`src/rtl/bus32_epc_defs.sv`:
```
// Shared definitions for the bus32 EPC master: FSM states, default
// timeout, read-timeout filler data and the inactive EPC strobe level.
package bus32_epc_defs;

    typedef enum logic [2:0] {
        IDLE    = 3'd0,
        SETUP   = 3'd1,
        ACCESS  = 3'd2,
        CAPTURE = 3'd3,
        RESP    = 3'd4
    } epc_state_t;

    localparam int          DEFAULT_TIMEOUT = 255;
    localparam logic [31:0] ERROR_DATA      = 32'hDEAD_BEEF;
    localparam logic        STROBE_OFF      = 1'b1;

endpackage

```
`src/rtl/bus32_epc_master.sv`:
```
// Upstream bus master for bus32 register cells. Turns one outstanding
// command into an EPC access (address, byte enables, active-low chip
// select and read/write strobes), waits for the slave's ready and
// returns a response. A wait timeout keeps a dead slave from hanging
// the host.
module bus32_epc_master
    import bus32_epc_defs::*;
#(
    parameter int                    datawidth      = 32,
    parameter int                    addrwidth      = 8,
    parameter int                    timeout_cycles = DEFAULT_TIMEOUT,
    parameter logic [datawidth-1:0]  error_data     = ERROR_DATA
) (
    input  logic                     clock_in,
    input  logic                     reset_in,

    input  logic                     cmd_valid_in,
    output logic                     cmd_ready_out,
    input  logic                     cmd_write_in,
    input  logic [addrwidth-1:0]     cmd_addr_in,
    input  logic [datawidth-1:0]     cmd_data_in,
    input  logic [datawidth/8-1:0]   cmd_be_in,

    output logic                     rsp_valid_out,
    input  logic                     rsp_ready_in,
    output logic [datawidth-1:0]     rsp_data_out,
    output logic                     rsp_error_out,

    output logic [addrwidth-1:0]     epc_addr_out,
    output logic [datawidth-1:0]     epc_data_out,
    input  logic [datawidth-1:0]     epc_data_in,
    output logic [datawidth/8-1:0]   epc_be_out,
    output logic                     epc_cs_n_out,
    output logic                     epc_wr_n_out,
    output logic                     epc_rd_n_out,
    input  logic                     epc_rdy_in,

    output logic                     busy_out
);

    localparam int        BEWIDTH    = datawidth / 8;
    localparam logic [7:0] TIMEOUT_CNT = 8'(timeout_cycles);

    epc_state_t              state_q, state_d;
    logic [7:0]              cnt_q, cnt_d;
    logic                    write_q, write_d;
    logic [addrwidth-1:0]    addr_q, addr_d;
    logic [datawidth-1:0]    wdata_q, wdata_d;
    logic [BEWIDTH-1:0]      be_q, be_d;
    logic                    cs_n_q, cs_n_d;
    logic                    wr_n_q, wr_n_d;
    logic                    rd_n_q, rd_n_d;
    logic                    rsp_valid_q, rsp_valid_d;
    logic [datawidth-1:0]    rsp_data_q, rsp_data_d;
    logic                    rsp_error_q, rsp_error_d;
    logic [7:0]              cnt_inc;
    logic                    cmd_fire;

    assign cmd_ready_out = (state_q == IDLE) && !reset_in;
    assign cmd_fire      = cmd_valid_in && cmd_ready_out;
    assign cnt_inc       = cnt_q + 8'd1;

    // Next-state and next-register-value logic for the access sequence.
    always_comb begin
        // NOTE: every signal gets a hold/default value first so no path
        // through the case statement leaves it unassigned (no latches).
        state_d     = state_q;
        cnt_d       = cnt_q;
        write_d     = write_q;
        addr_d      = addr_q;
        wdata_d     = wdata_q;
        be_d        = be_q;
        cs_n_d      = cs_n_q;
        wr_n_d      = wr_n_q;
        rd_n_d      = rd_n_q;
        rsp_valid_d = rsp_valid_q;
        rsp_data_d  = rsp_data_q;
        rsp_error_d = rsp_error_q;

        case (state_q)
            IDLE: begin
                cs_n_d = STROBE_OFF;
                wr_n_d = STROBE_OFF;
                rd_n_d = STROBE_OFF;
                if (cmd_fire) begin
                    write_d = cmd_write_in;
                    addr_d  = cmd_addr_in;
                    wdata_d = cmd_data_in;
                    be_d    = cmd_be_in;
                    cs_n_d  = !STROBE_OFF;
                    state_d = SETUP;
                end
            end

            SETUP: begin
                // Chip select has been low for one cycle; open the strobe.
                cs_n_d  = !STROBE_OFF;
                wr_n_d  = !write_q;
                rd_n_d  = write_q;
                state_d = ACCESS;
            end

            ACCESS: begin
                cnt_d = cnt_inc;
                // Ready is checked before the timeout so a ready arriving
                // on the final count is reported as a success.
                if (epc_rdy_in) begin
                    cs_n_d = STROBE_OFF;
                    wr_n_d = STROBE_OFF;
                    rd_n_d = STROBE_OFF;
                    if (write_q) begin
                        rsp_valid_d = 1'b1;
                        rsp_data_d  = '0;
                        rsp_error_d = 1'b0;
                        state_d     = RESP;
                    end else begin
                        state_d = CAPTURE;
                    end
                end else if (cnt_inc == TIMEOUT_CNT) begin
                    cs_n_d      = STROBE_OFF;
                    wr_n_d      = STROBE_OFF;
                    rd_n_d      = STROBE_OFF;
                    rsp_valid_d = 1'b1;
                    rsp_data_d  = write_q ? '0 : error_data;
                    rsp_error_d = 1'b1;
                    state_d     = RESP;
                end
            end

            CAPTURE: begin
                // The slave registers read data on its ready edge, so the
                // bus is valid during this cycle.
                rsp_valid_d = 1'b1;
                rsp_data_d  = epc_data_in;
                rsp_error_d = 1'b0;
                state_d     = RESP;
            end

            RESP: begin
                if (rsp_ready_in) begin
                    rsp_valid_d = 1'b0;
                    cnt_d       = '0;
                    state_d     = IDLE;
                end
            end

            default: begin
                cs_n_d      = STROBE_OFF;
                wr_n_d      = STROBE_OFF;
                rd_n_d      = STROBE_OFF;
                rsp_valid_d = 1'b0;
                cnt_d       = '0;
                state_d     = IDLE;
            end
        endcase
    end

    // State register with synchronous reset.
    always_ff @(posedge clock_in) begin
        // NOTE: sequential state uses non-blocking assignments so every
        // register samples values from before the clock edge.
        if (reset_in) begin
            state_q <= IDLE;
        end else begin
            state_q <= state_d;
        end
    end

    // Datapath, EPC output and response registers with synchronous reset.
    always_ff @(posedge clock_in) begin
        if (reset_in) begin
            cnt_q       <= '0;
            write_q     <= 1'b0;
            addr_q      <= '0;
            wdata_q     <= '0;
            be_q        <= '0;
            cs_n_q      <= STROBE_OFF;
            wr_n_q      <= STROBE_OFF;
            rd_n_q      <= STROBE_OFF;
            rsp_valid_q <= 1'b0;
            rsp_data_q  <= '0;
            rsp_error_q <= 1'b0;
        end else begin
            cnt_q       <= cnt_d;
            write_q     <= write_d;
            addr_q      <= addr_d;
            wdata_q     <= wdata_d;
            be_q        <= be_d;
            cs_n_q      <= cs_n_d;
            wr_n_q      <= wr_n_d;
            rd_n_q      <= rd_n_d;
            rsp_valid_q <= rsp_valid_d;
            rsp_data_q  <= rsp_data_d;
            rsp_error_q <= rsp_error_d;
        end
    end

    assign epc_addr_out  = addr_q;
    assign epc_data_out  = wdata_q;
    assign epc_be_out    = be_q;
    assign epc_cs_n_out  = cs_n_q;
    assign epc_wr_n_out  = wr_n_q;
    assign epc_rd_n_out  = rd_n_q;
    assign rsp_valid_out = rsp_valid_q;
    assign rsp_data_out  = rsp_data_q;
    assign rsp_error_out = rsp_error_q;
    assign busy_out      = (state_q != IDLE);

endmodule
```
`config.mk`:
```
export PLATFORM = sky130hd
export DESIGN_NAME = bus32_epc_master
export DESIGN_NICKNAME = d
export VERILOG_FILES = /design/src/rtl/bus32_epc_defs.sv /design/src/rtl/bus32_epc_master.sv
export SDC_FILE = /design/constraint.sdc
export NUM_CORES = 1
export LEC_CHECK = 0
export CORE_UTILIZATION = 40
export CTS_CLUSTER_SIZE = 28
export DETAILED_ROUTE_END_ITERATION = 7
export PLACE_DENSITY = 0.77
export SETUP_SLACK_MARGIN = 0.02
export SYNTH_ARGS = -nofsm -noshare
export SYNTH_HDL_FRONTEND = slang
export SYNTH_SLANG_ARGS = --single-unit
export TNS_END_PERCENT = 50
```
`constraint.sdc`:
```
create_clock -name clock_in -period 2.1 [get_ports clock_in]
set_clock_uncertainty 0.2 [all_clocks]
set_input_delay 0.21 -clock clock_in [delete_from_list [all_inputs] [get_ports clock_in]]
set_output_delay 0.21 -clock clock_in [all_outputs]
set_load 0.01 [all_outputs]
```
==> results of run 1 <==
## state kept, by name, indices dropped and copies added, names as in the netlist
name / count
epc_data_out: 32
rsp_data_out: 32
cnt_q: 8
epc_addr_out: 8
epc_be_out: 4
state_q: 3
epc_cs_n_out: 1
epc_rd_n_out: 1
epc_wr_n_out: 1
rsp_error_out: 1
rsp_valid_out: 1
write_q: 1
## worst paths after layout
path / endpoint / cells past startpoint / startpoint
worst min-delay path: epc_be_out[2] / 3 / cmd_be_in[2]
worst max-delay path: rsp_data_out[27] / 8 / cnt_q[0]
worst max register to register: rsp_data_out[27] / 8 / cnt_q[0]
worst min register to register: epc_data_out[2] / 2 / epc_data_out[2]
## critical path: cells and delay by family (launching register included)
kind                     cells  cell delay (ns)
buffers and inverters        3             0.45
AO/OA/AOI/OAI                3             0.48
adder cells (fa/ha/maj)      1             0.18
flip-flops                   1             0.38
AND/OR/NAND/NOR              1             0.53
## layer usage
metal / part of all wire [%] / vias to the layer above
met1: 43 / 2136
met2: 49 / 194
li1: - / 2213
met5: 0 / -
met3: 5.1 / 37
met4: 2.9 / 0
## placed cells by master (no fill, tap or decap), types with 3 or more instances in the layout
cell type / synthesis / layout
sky130_fd_sc_hd__a22o_1: 8 / 8
sky130_fd_sc_hd__a2111oi_2: 0 / 3
sky130_fd_sc_hd__or3_1: 6 / 4
sky130_fd_sc_hd__nand3_1: 50 / 49
sky130_fd_sc_hd__o21ai_1: 0 / 3
sky130_fd_sc_hd__a2111oi_0: 23 / 6
sky130_fd_sc_hd__dfxtp_2: 0 / 4
sky130_fd_sc_hd__nor2_1: 19 / 19
sky130_fd_sc_hd__a2111oi_1: 1 / 14
sky130_fd_sc_hd__inv_1: 7 / 7
sky130_fd_sc_hd__a211oi_2: 19 / 20
sky130_fd_sc_hd__clkdlybuf4s50_1: 0 / 162
sky130_fd_sc_hd__nor2b_1: 30 / 30
sky130_fd_sc_hd__buf_12: 0 / 9
sky130_fd_sc_hd__nand2_1: 97 / 97
sky130_fd_sc_hd__and3_1: 3 / 3
sky130_fd_sc_hd__buf_4: 0 / 37
sky130_fd_sc_hd__dfxtp_1: 93 / 86
sky130_fd_sc_hd__a211oi_1: 6 / 5
sky130_fd_sc_hd__dfxtp_4: 0 / 3
sky130_fd_sc_hd__o21ai_0: 11 / 7
sky130_fd_sc_hd__a21oi_1: 64 / 63
sky130_fd_sc_hd__o31ai_1: 3 / 3
sky130_fd_sc_hd__o21a_1: 3 / 3
sky130_fd_sc_hd__clkbuf_8: 0 / 10
## kinds of logic after synthesis
group,count (synthesis),synth area share (%)
buffers and inverters,51,5.39
DFF,93,43.1
muxes,1,0.232
and+or+nand+nor,218,23.7
adders and majority gates,2,0.579
AOI/OAI and AO/OA,152,27.0
## through the flow
step	hold WS (ns)	utilization (%)
after detailed placement	0.245	61.5
final	0.171	65.3
after floorplan	0.109	-
after CTS	0.158	64.0
after global routing	0.171	65.3
after global placement	0.241	61.5
## power by group
| part | total [mW] | switching, mW | internal (mW) |
|---|---|---|---|
| registers | 2.00 | 0.0895 | 1.91 |
| logic | 1.11 | 0.510 | 0.599 |
| clock network | 1.30 | 0.697 | 0.607 |
## cells in the mapped netlist, types with 6 or more instances
cell                        instances
sky130_fd_sc_hd__nand2_1           97
sky130_fd_sc_hd__dfxtp_1           93
sky130_fd_sc_hd__a21oi_1           64
sky130_fd_sc_hd__nand3_1           50
sky130_fd_sc_hd__clkbuf_1          30
sky130_fd_sc_hd__nor2b_1           30
sky130_fd_sc_hd__a2111oi_0         23
sky130_fd_sc_hd__a211oi_2          19
sky130_fd_sc_hd__nor2_1            19
sky130_fd_sc_hd__o21ai_0           11
sky130_fd_sc_hd__a22o_1             8
sky130_fd_sc_hd__buf_1              7
sky130_fd_sc_hd__inv_1              7
sky130_fd_sc_hd__a211oi_1           6
sky130_fd_sc_hd__or3_1              6
## layout make-up
type	count	area, um2	area share (%)
tap	136	170	2.50
timing repair buffer	215	2180	32.1
clock inverter	6	77.6	1.14
inverter	7	26.3	0.386
clock buffer	10	138	2.02
sequential	93	1880	27.6
multi-input combinational	373	2330	34.3
## what timing repair did
item                                    CTS  global route
gates cloned                              0             2
pin swaps                                 2             6
endpoints found under the setup margin   40            38
gates resized for setup                  20            19
setup buffers                             3             3
==> impl_summary.txt, run 1 <==
----------------------------------------------------
[Logic synthesis]
  Synth cell types ... 47
  Post-synthesis async set-or-reset flop share ... 0%
  Proportion of netlist area held by the largest area contributor ... 43.1%
  Proportion of synthesized chip area in sequential cells ... 43.1%
  Cell area after technology mapping ... 4320 um2
  Warnings from Yosys ... 0
  Mean instance size in the synthesized netlist ... 8.36 um2
  Cell type with the highest aggregate area in the netlist ... sky130_fd_sc_hd__dfxtp_1
  Register bit count reported by yosys ... 93
  Gate Count Post-Synth ... 517
  Number of enable-type register cells in the synthesized netlist ... 0
  Ys flop type ... sky130_fd_sc_hd__dfxtp_1
  Cell types with the largest area share after synthesis ... sky130_fd_sc_hd__dfxtp_1, sky130_fd_sc_hd__nand2_1, sky130_fd_sc_hd__a21oi_1
  Synthesized netlist net count ... 601

[Clock network]
  TritonCTS clock tree ... done
  Number of clock buffers inserted by TritonCTS ... 9
  CTS clk-pin slew, worst paths ... 0.11 ns
  CTS sink count ... 93
  Htree depth ... 3
  Count of hold buffers inserted by post-cts repair ... 0
  Maximum count of clock buffers along a single path ... 2
  Clock latency on the worst-skew pair ... 0.35 ns
  Clock root buffer ... sky130_fd_sc_hd__clkbuf_8

[Power and ir drop]
  Leakage component of the power ... 2.65 nW
  Total power divided by cell area ... 648 nW/um2
  Max rail drop VDD ... 0.334 mV
  Sum of internal, switching and leakage power ... 4.41 mW

[Timing]
  Sum of negative setup slack ... -5.24 ns
  Final worst path period need ... 2.30 ns
  F_max ... 0.434 GHz
  Crit path setup slack, layout ... -0.204 ns
  Max-slew violation total from the final report ... 0
  Unrepaired setup endpoints after global routing ... true
  Total setup violations reported at the end of the flow ... 38
  Transition time of the tightest slew-check pin ... 0.490 ns
  Slew Limit Headroom ... 66.5%
  Number of endpoints with negative hold slack in the final report ... 0
  Period utilisation layout ... 110%

[Floorplanning]
  Effective utilization at floorplan ... 41.5%
  Std-Cell Core Area ... 10400 um2
  Number of cell rows ... 37
  Die span in y ... 106 um
  Number of top-level design ports ... 165
  DIE AREA ... 11200 um2
  Width of the chip ... 106 um

[Global routing]
  Vias in the first global route ... 4465
  Met2 usage ... 39.7%
  Largest net degree at the start of global routing ... 47
  First-pass GRT wire length ... 21400 um
  Met1 track utilization from global routing ... 29.9%
  Met3 track utilization from global routing ... 2.64%
  Initial antenna violation count ... 0
  GR Overflow Total ... 0
  Peak-usage layer in the global routing report ... met2
  GRT Total Usage ... 23.3%

[Setup path]
  Reg-to-reg setup timing slack ... -0.20 ns
  Critical Path End Type ... register
  Highest-delay cell along the critical path ... sky130_fd_sc_hd__or4b_4
  Critical path type ... reg2reg
  Slowest stage delay, CP ... 0.53 ns
  Crit-path most repeated cell ... sky130_fd_sc_hd__buf_4
  Crit start category ... register
  Critical path fanouts, max ... 7
  Crit-path cells ... ha_4 > or4b_4 > a32oi_4 > buf_4 > clkbuf_16 > a2111oi_0 > buf_4 > a211oi_2
  Worst Path Required ... 2.18 ns
  CP arrival ... 2.38 ns

[Final layout]
  Layout-stage area growth over the synthesis result ... 57.5%
  Nets@finish ... 783
  Ant diodes ... 0
  Fraction of final layout cells sized beyond drive strength 1 ... 16.2%
  Final design instance area without fill ... 6810 um2
  Final Non-Filler Cells ... 840
  Number of fillers in the final layout ... 817

[Placement]
  Port buffer count ... 164
  Pre-CTS setup slack ... -0.251 ns
  Instance area after placement ... 6400 um2
  Total placed cells including tap cells ... 816
  Weighted congestion at the end of routability-driven global placement ... 0.841
  Estimated wirelength of the detail-placed design ... 9120 um

[Detailed routing]
  Starting DRC count in detailed routing ... 311
  Final routed wire length divided by cell count ... 16.2 um
  1st-pass router iterations ... 5
  Total detailed-routing wirelength ... 13600 um
  Vias post-DR ... 4580
  Residual DRC ... 0
  DR vias/cell ... 5.45
  Remaining number of nets flagged by the antenna check after routing ... 0

[Status]
  Outcome ... finished, violations left
  Failing checks ... setup timing

[Worst hold path]
  Class of the tightest hold or removal check ... in2reg

[Flow run]
  Max-cap viol count ... 0

----------------------------------------------------
(Power assumes the default switching activity.)
==> inputs of run 2 (changes only) <==
Settings changed: CORE_UTILIZATION 40 to 50, DONT_BUFFER_PORTS set to 1, PLACE_DENSITY 0.77 to 0.68.
==> run 2 against run 1 <==
Compared with the run above: the flow still finishes with violations (setup timing); power fell by 9.0%; count of clock-buffer cells in the layout did not move; critical path depth did not move; final area fell by 7.6%; non-clock buffer count fell by 78; first-iteration DRC count rose by 21%; core utilization rose by 10 points; register-to-register slack barely moved; clock power fell by 10%; cell count fell by 13%; die area fell by 20%; critical path type unchanged; critical endpoint unchanged; largest cell class unchanged.
==> impl_summary.txt, run 2 (synthesis results as in run 1) <==
----------------------------------------------------
[Floorplanning]
  DIE AREA ... 9020 um2 (was 11200 um2)
  Effective utilization at floorplan ... 52.1% (was 41.5%)
  Std-Cell Core Area ... 8300 um2 (was 10400 um2)
  Width of the chip ... 95.0 um (was 106 um)
  Number of top-level design ports ... 165 (unchanged)
  Die span in y ... 95.0 um (was 106 um)
  Number of cell rows ... 33 (was 37)

[Global routing]
  Largest net degree at the start of global routing ... 47 (unchanged)
  Vias in the first global route ... 4023 (was 4465)
  GRT Total Usage ... 28.1% (was 23.3%)
  GR Overflow Total ... 0 (unchanged)
  Initial antenna violation count ... 0 (unchanged)
  First-pass GRT wire length ... 19700 um (was 21400 um)

[Setup path]
  Crit-path cells ... nand3_2 > or3_4 > a221oi_4 > buf_6 > buf_6 > clkbuf_16 > a2111oi_4 > a211oi_2 (was ha_4 > or4b_4 > a32oi_4 > buf_4 > clkbuf_16 > a2111oi_0 > buf_4 > a211oi_2)
  Worst Path Required ... 2.18 ns (about the same)
  Endpoint of the worst-slack reg-to-reg timing path ... rsp_data_out[27] (unchanged)
  Slowest stage delay, CP ... 0.40 ns (was 0.53 ns)
  Crit-path most repeated cell ... sky130_fd_sc_hd__buf_6 (was sky130_fd_sc_hd__buf_4)
  Critical Path End Type ... register (unchanged)
  Reg-to-reg setup timing slack ... -0.21 ns (was -0.20 ns)
  Critical path fanouts, max ... 7 (unchanged)
  Critical path type ... reg2reg (unchanged)
  CP arrival ... 2.39 ns (was 2.38 ns)
  Crit start category ... register (unchanged)
  Crit Reg-Reg Startpoint ... cnt_q[1] (was cnt_q[0])
  Number of cells on the worst reg-to-reg path ... 8 (unchanged)
  Highest-delay cell along the critical path ... sky130_fd_sc_hd__dfxtp_4 (was sky130_fd_sc_hd__or4b_4)

[Timing]
  F_max ... 0.433 GHz (was 0.434 GHz)
  Max-slew violation total from the final report ... 0 (unchanged)
  Crit path setup slack, layout ... -0.210 ns (was -0.204 ns)
  Sum of negative setup slack ... -3.80 ns (was -5.24 ns)
  Final hold slack ... 0.0478 ns (was 0.171 ns)
  Final worst path period need ... 2.31 ns (was 2.30 ns)
  Slew Limit Headroom ... 57.9% (was 66.5%)
  Unrepaired setup endpoints after global routing ... true (unchanged)
  Transition time of the tightest slew-check pin ... 0.631 ns (was 0.490 ns)
  Number of endpoints with negative hold slack in the final report ... 0 (unchanged)
  Period utilisation layout ... 110% (about the same)
  Total setup violations reported at the end of the flow ... 33 (was 38)

[Placement]
  Estimated wirelength of the detail-placed design ... 7370 um (was 9120 um)
  Port buffer count ... 0 (was 164)
  Instance area after placement ... 4610 um2 (was 6400 um2)
  Weighted congestion at the end of routability-driven global placement ... 0.816 (was 0.841)
  Total placed cells including tap cells ... 614 (was 816)
  Pre-CTS setup slack ... -0.214 ns (was -0.251 ns)

[Power and ir drop]
  Total power divided by cell area ... 639 nW/um2 (was 648 nW/um2)
  Leakage component of the power ... 2.43 nW (was 2.65 nW)
  Max rail drop VDD ... 0.464 mV (was 0.334 mV)
  Sum of internal, switching and leakage power ... 4.02 mW (was 4.41 mW)

[Detailed routing]
  Remaining number of nets flagged by the antenna check after routing ... 0 (unchanged)
  Final routed wire length divided by cell count ... 18.9 um (was 16.2 um)
  Starting DRC count in detailed routing ... 377 (was 311)
  Total detailed-routing wirelength ... 13800 um (was 13600 um)
  1st-pass router iterations ... 5 (unchanged)
  DR vias/cell ... 6.03 (was 5.45)
  Residual DRC ... 0 (unchanged)
  Vias post-DR ... 4406 (was 4580)

[Worst hold path]
  Hold Crit Depth ... 3 (unchanged)
  Sink of the worst hold path ... rsp_error_out (was epc_be_out[2])
  Class of the tightest hold or removal check ... in2reg (unchanged)
  Hold path startpoint ... epc_rdy_in (was cmd_be_in[2])

[Final layout]
  Core Util, Final ... 75.8% (was 65.3%)
  Commonest non-fill, non-tap cells in the layout ... sky130_fd_sc_hd__nand2_1, sky130_fd_sc_hd__dfxtp_1, sky130_fd_sc_hd__dlygate4sd3_1, sky130_fd_sc_hd__a21oi_1, sky130_fd_sc_hd__nand3_1 (was sky130_fd_sc_hd__clkdlybuf4s50_1, sky130_fd_sc_hd__nand2_1, sky130_fd_sc_hd__dfxtp_1, sky130_fd_sc_hd__a21oi_1, sky130_fd_sc_hd__nand3_1)
  Nets@finish ... 705 (was 783)
  Fraction of final layout cells sized beyond drive strength 1 ... 21.7% (was 16.2%)
  Final Non-Filler Cells ... 731 (was 840)
  Layout-stage area growth over the synthesis result ... 45.5% (was 57.5%)
  Most frequent standard cell in the layout excluding fill and tap cells ... sky130_fd_sc_hd__nand2_1 (was sky130_fd_sc_hd__clkdlybuf4s50_1)
  Ant diodes ... 0 (unchanged)
  Final design instance area without fill ... 6290 um2 (was 6810 um2)

[Clock network]
  CTS clk-pin slew, worst paths ... 0.09 ns (was 0.11 ns)
  Number of clock buffers inserted by TritonCTS ... 9 (unchanged)
  TritonCTS clock tree ... done (unchanged)
  Htree depth ... 3 (unchanged)
  Maximum count of clock buffers along a single path ... 2 (unchanged)
  CTS sink count ... 93 (unchanged)
  Clock root buffer ... sky130_fd_sc_hd__clkbuf_8 (unchanged)
  Clock latency on the worst-skew pair ... 0.36 ns (was 0.35 ns)

[Flow run]
  Max-cap viol count ... 0 (unchanged)

[Status]
  Outcome ... finished, violations left (unchanged)
  Failing checks ... setup timing (unchanged)

----------------------------------------------------
==> run 2: cell types whose count changed in the layout (fill, tap and decap cells not counted), sizes merged <==
| cell | change |
|---|---|
| dlygate4sd2 | -2 |
| clkinv | +1 |
| clkbuf | +1 |
| dlygate4sd3 | +80 |
| clkdlybuf4s50 | -162 |
| buf | +5 |
| bufinv | -1 |
==> run 2: repair_timing <==
action                                  4_1_cts  5_1_grt
endpoints found under the setup margin       38       39
gates resized for setup                      46       33
hold buffers                                 82        0
buffers inserted                              3       10
cloned                                        3        3
pin swaps                                     9        9
hold endpoints to repair                     90        0
==> run 2: worst max-delay path, delay by kind of cell (launching register included) <==
family | cells | cell delay (ns)
AO/OA/AOI/OAI | 3 | 0.63
AND/OR/NAND/NOR | 2 | 0.49
buffers and inverters | 3 | 0.49
flip-flops | 1 | 0.40
==> run 2: per-layer routing <==
layer / global-route usage, % / vias to the layer above / share of wire, %
met5: 0 / - / 0
met4: 11.0 / 0 / 1.9
met3: 5.72 / 25 / 6.6
met2: 46.8 / 208 / 51
met1: 35.6 / 2120 / 41
li1: - / 2053 / -
==> run 2: final cells by class <==
type,instances,area [um2]
inverters,7,26.3
fillers,516,2010
well taps,105,131
repair buffers,137,1470
multi-input cells,373,2580
flip-flops and latches,93,1880
clock buffers,10,138
clock inverters,6,53.8
==> run 2: power breakdown <==
group          switching, mW  internal, mW
Clock                  0.685         0.484
Sequential             0.180          1.91
Combinational          0.416         0.341
==> run 2: how the worst max path moves through the flow <==
| stage | from | end | slack, ns | depth (start not counted) |
|---|---|---|---|---|
| 2_1_floorplan | cnt_q[3] | rsp_data_out[16] | -0.06 | 7 |
| 3_3_place_gp | cnt_q[0] | rsp_data_out[2] | -0.09 | 6 |
| 3_5_place_dp | cnt_q[0] | rsp_data_out[10] | -0.21 | 7 |
| 4_1_cts | cnt_q[1] | rsp_data_out[26] | -0.08 | 7 |
| 5_1_grt | cnt_q[1] | rsp_data_out[15] | -0.25 | 9 |
| 6_report | cnt_q[1] | rsp_data_out[27] | -0.21 | 8 |
